==> config.mk <==
export PLATFORM = sky130hd
export DESIGN_NAME = uart_word_loader
export DESIGN_NICKNAME = d
export VERILOG_FILES = /design/src/rtl/uart_word_loader.sv
export SDC_FILE = /design/constraint.sdc
export NUM_CORES = 1
export LEC_CHECK = 0
export BUFFER_PORTS_ARGS = -buffer_cell sky130_fd_sc_hd__buf_2
export CAP_MARGIN = 0
export CORE_ASPECT_RATIO = 2
export CORE_UTILIZATION = 40
export CTS_BUF_LIST = sky130_fd_sc_hd__clkbuf_8 sky130_fd_sc_hd__clkbuf_16
export DETAILED_ROUTE_END_ITERATION = 16
export PLACE_DENSITY = 0.65
export SYNTH_ARGS = -nofsm -noshare
export SYNTH_HDL_FRONTEND = slang
export SYNTH_SLANG_ARGS = --single-unit
export TNS_END_PERCENT = 1
==> constraint.sdc <==
create_clock -name clk -period 2.5 [get_ports clk]
set_input_delay 0.125 -clock clk [delete_from_list [all_inputs] [get_ports clk]]
set_output_delay 0.125 -clock clk [all_outputs]
set_load 0.005 [all_outputs]
==> src/rtl/uart_word_loader.sv <==
// uart_word_loader: assembles UART bytes into memory words, writes them to
// sequential addresses, and ends the load on a run of terminator words.
module uart_word_loader #(
  parameter int unsigned               WORD_BYTES = 4,
  parameter int unsigned               DEPTH      = 256,
  parameter bit                        MSB_FIRST  = 1'b0,
  parameter logic [8*WORD_BYTES-1:0]   TERM_WORD  = '1,
  parameter int unsigned               TERM_COUNT = 2
) (
  input  logic                         clk,
  input  logic                         resetn,
  input  logic                         load_en,
  input  logic                         rx_valid,
  input  logic [7:0]                   rx_data,
  input  logic                         rx_break,
  output logic                         mem_we,
  output logic [$clog2(DEPTH)-1:0]     mem_addr,
  output logic [8*WORD_BYTES-1:0]      mem_wdata,
  output logic                         busy,
  output logic                         write_done,
  output logic                         load_err,
  output logic [$clog2(DEPTH):0]       word_count,
  output logic [7:0]                   checksum
);

  localparam int unsigned W      = 8 * WORD_BYTES;
  localparam int unsigned ADDR_W = $clog2(DEPTH);
  localparam int unsigned CNT_W  = ADDR_W + 1;
  localparam int unsigned IDX_W  = (WORD_BYTES > 1) ? $clog2(WORD_BYTES) : 1;
  localparam int unsigned RUN_W  = 4;

  typedef enum logic [1:0] {
    S_IDLE    = 2'd0,
    S_COLLECT = 2'd1,
    S_DONE    = 2'd2,
    S_ERR     = 2'd3
  } state_t;

  state_t              r_state,    w_state_nxt;
  logic [IDX_W-1:0]    r_byte_idx, w_byte_idx_nxt;
  logic [W-1:0]        r_word,     w_word_nxt;
  logic [RUN_W-1:0]    r_run,      w_run_nxt;
  logic [7:0]          r_csum,     w_csum_nxt;
  logic [CNT_W-1:0]    r_cnt,      w_cnt_nxt;
  logic                r_we,       w_we_nxt;
  logic [ADDR_W-1:0]   r_addr,     w_addr_nxt;
  logic [W-1:0]        r_wdata,    w_wdata_nxt;
  logic                r_busy,     w_busy_nxt;
  logic                r_done,     w_done_nxt;
  logic                r_err,      w_err_nxt;

  logic [IDX_W-1:0]    w_lane;
  logic [W-1:0]        w_word_asm;
  logic                w_last;
  logic                w_full;
  logic                w_is_term;
  logic [RUN_W-1:0]    w_run_inc;

  // Byte lane for the incoming byte and word-boundary / capacity flags
  always_comb begin
    w_lane    = MSB_FIRST ? (IDX_W'(WORD_BYTES - 1) - r_byte_idx) : r_byte_idx;
    w_last    = (r_byte_idx == IDX_W'(WORD_BYTES - 1));
    w_full    = (r_cnt == CNT_W'(DEPTH));
    w_run_inc = r_run + RUN_W'(1);
  end

  // Merge the incoming byte into the partially assembled word
  always_comb begin
    w_word_asm = r_word;
    for (int unsigned k = 0; k < WORD_BYTES; k++) begin
      if (IDX_W'(k) == w_lane) begin
        w_word_asm[8*k +: 8] = rx_data;
      end
    end
    w_is_term = (w_word_asm == TERM_WORD);
  end

  // Next-state and next-register values
  always_comb begin
    w_state_nxt    = r_state;
    w_byte_idx_nxt = r_byte_idx;
    w_word_nxt     = r_word;
    w_run_nxt      = r_run;
    w_csum_nxt     = r_csum;
    w_cnt_nxt      = r_cnt;
    w_we_nxt       = 1'b0;
    w_addr_nxt     = r_addr;
    w_wdata_nxt    = r_wdata;
    w_err_nxt      = r_err;

    case (r_state)
      S_IDLE: begin
        if (load_en) begin
          w_state_nxt    = S_COLLECT;
          w_byte_idx_nxt = '0;
          w_run_nxt      = '0;
          w_csum_nxt     = '0;
          w_cnt_nxt      = '0;
          w_err_nxt      = 1'b0;
        end
      end
      S_COLLECT: begin
        if (!load_en) begin
          // Abandon the session; partial word dropped, counters kept
          w_state_nxt    = S_IDLE;
          w_byte_idx_nxt = '0;
        end else if (rx_break) begin
          // Restart in place; a byte arriving with the break is dropped
          w_byte_idx_nxt = '0;
          w_run_nxt      = '0;
          w_csum_nxt     = '0;
          w_cnt_nxt      = '0;
        end else if (rx_valid) begin
          w_csum_nxt = r_csum + rx_data;
          w_word_nxt = w_word_asm;
          if (w_last) begin
            w_byte_idx_nxt = '0;
            if (w_full) begin
              w_err_nxt   = 1'b1;
              w_state_nxt = S_ERR;
            end else begin
              w_we_nxt    = 1'b1;
              w_addr_nxt  = r_cnt[ADDR_W-1:0];
              w_wdata_nxt = w_word_asm;
              w_cnt_nxt   = r_cnt + CNT_W'(1);
              w_run_nxt   = w_is_term ? w_run_inc : '0;
              if (w_is_term && (w_run_inc == RUN_W'(TERM_COUNT))) begin
                w_state_nxt = S_DONE;
              end
            end
          end else begin
            w_byte_idx_nxt = r_byte_idx + IDX_W'(1);
          end
        end
      end
      S_DONE, S_ERR: begin
        if (!load_en) begin
          w_state_nxt = S_IDLE;
        end
      end
      default: begin
        w_state_nxt = S_IDLE;
      end
    endcase

    w_busy_nxt = (w_state_nxt == S_COLLECT);
    // Completion flag trails the final write by one cycle
    w_done_nxt = (r_state == S_DONE) && (w_state_nxt == S_DONE);
  end

  // State and datapath registers
  always_ff @(posedge clk or negedge resetn) begin
    if (!resetn) begin
      r_state    <= S_IDLE;
      r_byte_idx <= '0;
      r_word     <= '0;
      r_run      <= '0;
      r_csum     <= '0;
      r_cnt      <= '0;
      r_we       <= 1'b0;
      r_addr     <= '0;
      r_wdata    <= '0;
      r_busy     <= 1'b0;
      r_done     <= 1'b0;
      r_err      <= 1'b0;
    end else begin
      r_state    <= w_state_nxt;
      r_byte_idx <= w_byte_idx_nxt;
      r_word     <= w_word_nxt;
      r_run      <= w_run_nxt;
      r_csum     <= w_csum_nxt;
      r_cnt      <= w_cnt_nxt;
      r_we       <= w_we_nxt;
      r_addr     <= w_addr_nxt;
      r_wdata    <= w_wdata_nxt;
      r_busy     <= w_busy_nxt;
      r_done     <= w_done_nxt;
      r_err      <= w_err_nxt;
    end
  end

  assign mem_we     = r_we;
  assign mem_addr   = r_addr;
  assign mem_wdata  = r_wdata;
  assign busy       = r_busy;
  assign write_done = r_done;
  assign load_err   = r_err;
  assign word_count = r_cnt;
  assign checksum   = r_csum;

endmodule

; ---- Yosys cells after proc, flatten, opt, wreduce, memory -nomap -nowiden
; Index checks and enable logic that the tools add are counted.
[totals]
ff_bits = 101
wordCells = 104
inputBits = 13
[classes]
add_sub_neg = 4
bitwise_logic = 2
reduce_logical = 12
n_eq_ne = 22
n_mux = 52
[ops]
columns = op, count
row1 = 8-bit two-way mux, 8
row2 = 9-bit two-way mux, 6
row3 = "32-bit == test, second input constant", 1
row4 = 4-bit two-way mux, 7
row5 = 2-bit two-way mux, 13
row6 = 9-bit case mux with 2 select lines, 1
row7 = 8-bit case mux with 2 select lines, 1
row8 = 1-bit two-way mux, 12
row9 = "2-bit inequality test, second input constant", 6
row10 = 6-bit AND reduction, 2
row11 = "9-bit by 1-bit adder with 9-bit output, second input constant", 1
row12 = "9-bit == test, second input constant", 1
row13 = "3-bit inequality test, second input constant", 3
row14 = 8-bit adder, 1
row15 = "2-bit == test, second input constant", 4
row16 = 4-bit case mux with 2 select lines, 1
row17 = 4-bit AND reduction, 2
row18 = 7-bit AND reduction, 1
row19 = 2-bit case mux with 3 select lines, 1
row20 = "4-bit by 1-bit adder with 4-bit output, second input constant", 1
row21 = "2-bit by 1-bit == test with 1-bit output, second input constant", 2
row22 = "2-bit == test, first input constant", 2
row23 = "4-bit by 2-bit == test with 1-bit output, second input constant", 1
row24 = 2-bit logical NOT, 2
row25 = other kinds (10), 12

; ---- Depth between registers and ports, before layout
[logic_depth]
ltp_word = 13
mapped_depth = 9
depth_no_buf = 8

; ---- Worst setup path before layout
; No wires, ideal clock.
[synth_timing]
path_type = reg-to-reg
startpoint = register r_byte_idx[0]
endpoint = register r_run[2]
arrival_ns = 2.074
required_ns = 2.418
path_buffers = 1
slack_ns = 0.344
setup_time_ns = 0.082
path_stages_with_launch = 10
path_cell_list = dfrtp_1 -> inv_1 -> ha_1 -> clkbuf_1 -> nor3b_1 -> a21oi_1 -> or4b_4 -> a2111oi_4 -> a31oi_1 -> o22ai_1
[synth_between]
elab_chain_cells = 10
elab_cells_between_ends = 19
[synth_lines]
columns = element, line
row1 = from (decl), 40  ; logic [IDX_W-1:0] r_byte_idx, w_byte_idx_nxt;
row2 = from (signal assigned), 168  ; r_byte_idx <= w_byte_idx_nxt;
row3 = 1-bit by 2-bit == test with 1-bit output (tied with other cells), 71  ; if (IDX_W'(k) == w_lane) begin
row4 = 8-bit two-way mux, 71
row5 = 32-bit == test, 75  ; w_is_term = (w_word_asm == TERM_WORD);
row6 = 4-bit two-way mux, 126  ; w_run_nxt = w_is_term ? w_run_inc : '0;
row7 = 4-bit two-way mux, 118  ; if (w_full) begin
row8 = 4-bit two-way mux, 116  ; if (w_last) begin
row9 = 4-bit two-way mux, 113  ; end else if (rx_valid) begin
row10 = 4-bit two-way mux, 107  ; end else if (rx_break) begin
row11 = 4-bit two-way mux, 103  ; if (!load_en) begin
row12 = 4-bit case mux with 2 select lines, 91  ; case (r_state)
row13 = to (signal assigned), 170  ; r_run <= w_run_nxt;
row14 = to (decl), 42  ; logic [RUN_W-1:0] r_run, w_run_nxt;
; Parallel ways exist; a longest one is shown, timed or not. The select of a mux whose other input is x is not followed.
; A chain may end at the register's enable or synchronous reset.

; ---- Final worst setup path
[layout_timing]
startpoint = register r_byte_idx[1]
endpoint = register r_run[0]
; Same word-level chain as after synthesis.

==> results_dict.tcl <==
set metrics [dict create \
    run_status "completed" \
    cts_made_buffers 9 \
    clockBufferDepth 2 \
    crit_path_end_kind "flop" \
    ys_seq_area_share_pct 50.9 \
    critical_path_buf_inv_count 1 \
    postSynthAreaPerCell_sq_um 10.9 \
    synth.ff_latch_count 101 \
    hold_viol_final 0 \
    period_utilization_post_route_pct 95.2 \
    detail_route.wl_per_cell_um 17.4 \
    clk_pin_slew_worst_paths_ns 0.06 \
    final_antenna_net_count 0 \
    grt_setup_unrepaired "no" \
    netlist_area_pre_place_sq_um 4960 \
    route.detailed.drc 0 \
    drt-initial-drc-count 222 \
    finish.utilization_pct 48.5 \
    reg2reg_depth 8 \
    hpwlAfterDp_um 8600 \
    min-delay-path-class "input pin to flop" \
    worst_skew_pair.late_latency_ns 0.34 \
    diode_insertion_count_for_antenna_repair 0 \
    cp_cell_sequence "inv_1 > ha_2 > nand4b_1 > a222oi_1 > nand4_1 > a2111oi_4 > nand2_2 > o21ai_1" \
    preCtsSetupSlack_ns -0.0178 \
    setup.reg_to_reg.worst_slack_ns 0.12 \
    static-leakage-power_nw 2.88 \
    clock_sinks 101 \
    synthArstFlopShare_pct 100 \
    crit_cells 8 \
    layout-drive-gt1-share_pct 28.9 \
    gr-total-overflow 0 \
    syn-instance-count 457 \
    power.ir.vdd_worst_v 0.000479 \
    final_cell_count_no_fill 687 \
    final.setup.worst_slack_ns 0.120 \
    reg2reg_to "r_run[0]$_DFFE_PN0P_" \
    layout_min_cycle_time_ns 2.38 \
    top_flip_flop_cell_by_instance_count_after_synthesis "sky130_fd_sc_hd__dfrtp_1" \
    worst_setup_path_startpoint "r_byte_idx[1]$_DFFE_PN0P_" \
    post-synth-top-count-cell "sky130_fd_sc_hd__dfrtp_1" \
    post_synth_main_area_contributors "sky130_fd_sc_hd__dfrtp_1 (51%), sky130_fd_sc_hd__mux2_2 (9.1%), sky130_fd_sc_hd__mux2i_1 (5.4%)" \
    timing.critical_path.required_ns 2.76 \
    final_max_slew_viol_count 0 \
    max_slew_margin_pct 54.0 \
    postSynthNetCount 486 \
    timing.final.setup_violations 0 \
    timing.critical_path.slowest_stage_cell "sky130_fd_sc_hd__dfrtp_1" \
    via_count 3771 \
    synth_cell_types 54 \
    layout.area.seq_sq_um 2530 \
    start_util_pct 40.9 \
    drt-total-wl_um 11900 \
    detailedRoute.firstPassIterationCount 5 \
    finalWeightedCongestion 0.858 \
    design.die.area_sq_um 12900 \
    max_freq_mhz 420 \
    multi_input_area_sq_um 2260 \
    die_h_um 160 \
    crit_type "flop to flop" \
    cp_slowest_stage_delay_ns 0.41 \
    worst-endpoint-arrival_ns 2.64 \
    grt_first_pass_wirelength_um 19500 \
    h-tree-depth 3 \
    yosysWarnings 0 \
    synthTopCellsByCount "sky130_fd_sc_hd__dfrtp_1 (101), sky130_fd_sc_hd__nor2_1 (48), sky130_fd_sc_hd__mux2_2 (40)" \
    worstPathMaxFanout 11 \
    worst_hold_slack_ns 0.108 \
    finalClockSkew_ns 0.00704 \
    worstSetupEndpoint "r_run[0]$_DFFE_PN0P_" \
    clockRootBuffer "sky130_fd_sc_hd__clkbuf_16" \
    number_of_nets_in_the_layout 566 \
    coreArea_sq_um 12100 \
    worst-slew-pin-transition_ns 0.691 \
    grt.total_usage_pct 19.8 \
    chipWidth_um 80.8 \
    netlist.area_leader.share_pct 50.9 \
    timing.rr.start "r_byte_idx[1]$_DFFE_PN0P_" \
    grt_max_degree 53 \
    powerDensity_nw_per_um2 581 \
    worst_setup_path_start_kind "flop" \
    row_count 57 \
    antenna_violations_before_repair 0 \
    post-place-cells 665 \
    max_cap_violations 0 \
    timing.critical_path.max_delay_family "compound AO/OA/AOI/OAI gates" \
    areaGrowthSynthToFinish_pct 18.4 \
    io_buffers 73 \
    synth-edff-count 0 \
    cts_tree "built" \
    pin_count 74 \
    vias_in_the_first_global_route 3857 \
    yosys.area.top_type "sky130_fd_sc_hd__dfrtp_1" \
    vias_per_cell 5.49 \
    nFillCells 1154 \
]
[area by class of cell]
cell class / instances / share of cell area (%)
repair buffers: 95 / 9.53
clock inverters: 5 / 1.06
multi-input cells: 315 / 38.5
clock buffers: 9 / 3.83
well taps: 147 / 3.13
flip-flops and latches: 101 / 43.0
inverters: 15 / 0.958
[registers in the layout (all words and copies together), names as in the netlist]
signal,count
word_count,9
write_done,1
mem_addr,8
r_state,2
busy,1
mem_we,1
mem_wdata,32
r_word,32
checksum,8
load_err,1
r_byte_idx,2
r_run,4
[layer usage]
metal	up-vias	global-route usage, %	routed length (um)
met2	75	37.1	6790
met1	1879	22.1	4590
met3	15	2.12	317
li1	1802	-	-
met4	0	7.55	234
met5	-	0	0
[cell families after synthesis]
group | after synthesis | share of synthesized area, %
and+or+nand+nor | 131 | 13.1
DFF | 101 | 50.9
AOI/OAI and AO/OA | 89 | 11.5
buffers and inverters | 41 | 3.63
muxes | 68 | 14.7
xor gates and xnor gates | 11 | 1.94
adders and majority gates | 16 | 4.18
[cell usage in the layout (no fill, tap or decap), types with 14 or more instances in the layout]
master,n
sky130_fd_sc_hd__dfrtp_1,100
sky130_fd_sc_hd__buf_2,72
sky130_fd_sc_hd__nor2_1,48
sky130_fd_sc_hd__mux2_2,40
sky130_fd_sc_hd__a21oi_1,36
sky130_fd_sc_hd__mux2i_1,27
sky130_fd_sc_hd__nand2_1,26
sky130_fd_sc_hd__buf_4,20
sky130_fd_sc_hd__inv_1,15
sky130_fd_sc_hd__o21ai_0,14
[repair_timing]
action	in CTS	in global routing
pin swaps	1	1
resized for setup	2	1
buffers inserted	0	7
endpoints found under the hold margin	51	0
endpoints found under the setup margin	5	22
hold buffers	1	0
[per-stage QoR]
step	cell area (sq um)	TNS (ns)	power (mW)
floorplan	4960	0	1.94
global placement	5520	0	2.05
detailed placement	5520	-0.0643	2.06
CTS	5830	0	3.44
global route	5880	0	3.55
finish	5880	0	3.41
[tightest hold or removal path, delay by kind of cell]
family	cells	cell delay (ns)
AOI/OAI and AO/OA	2	0.14
buffers and inverters	1	0.14
[power by group]
part	internal, mW	switching, mW
Clock	0.771	0.615
Sequential	1.69	0.0489
Combinational	0.121	0.166
Total	2.58	0.829
[worst min path at each step]
stage,from,cells past startpoint,slack [ns],endpoint
after floorplan,resetn,0,-0.17,busy$_DFF_PN0_
after global placement,resetn,1,0.21,mem_wdata[2]$_DFFE_PN0P_
after detailed placement,resetn,1,0.22,mem_wdata[2]$_DFFE_PN0P_
after CTS,load_en,3,0.1,r_state[0]$_DFF_PN0_
after global routing,load_en,2,0.11,write_done$_DFF_PN0_
final,load_en,3,0.11,r_state[0]$_DFF_PN0_
(Power assumes the default switching activity.)
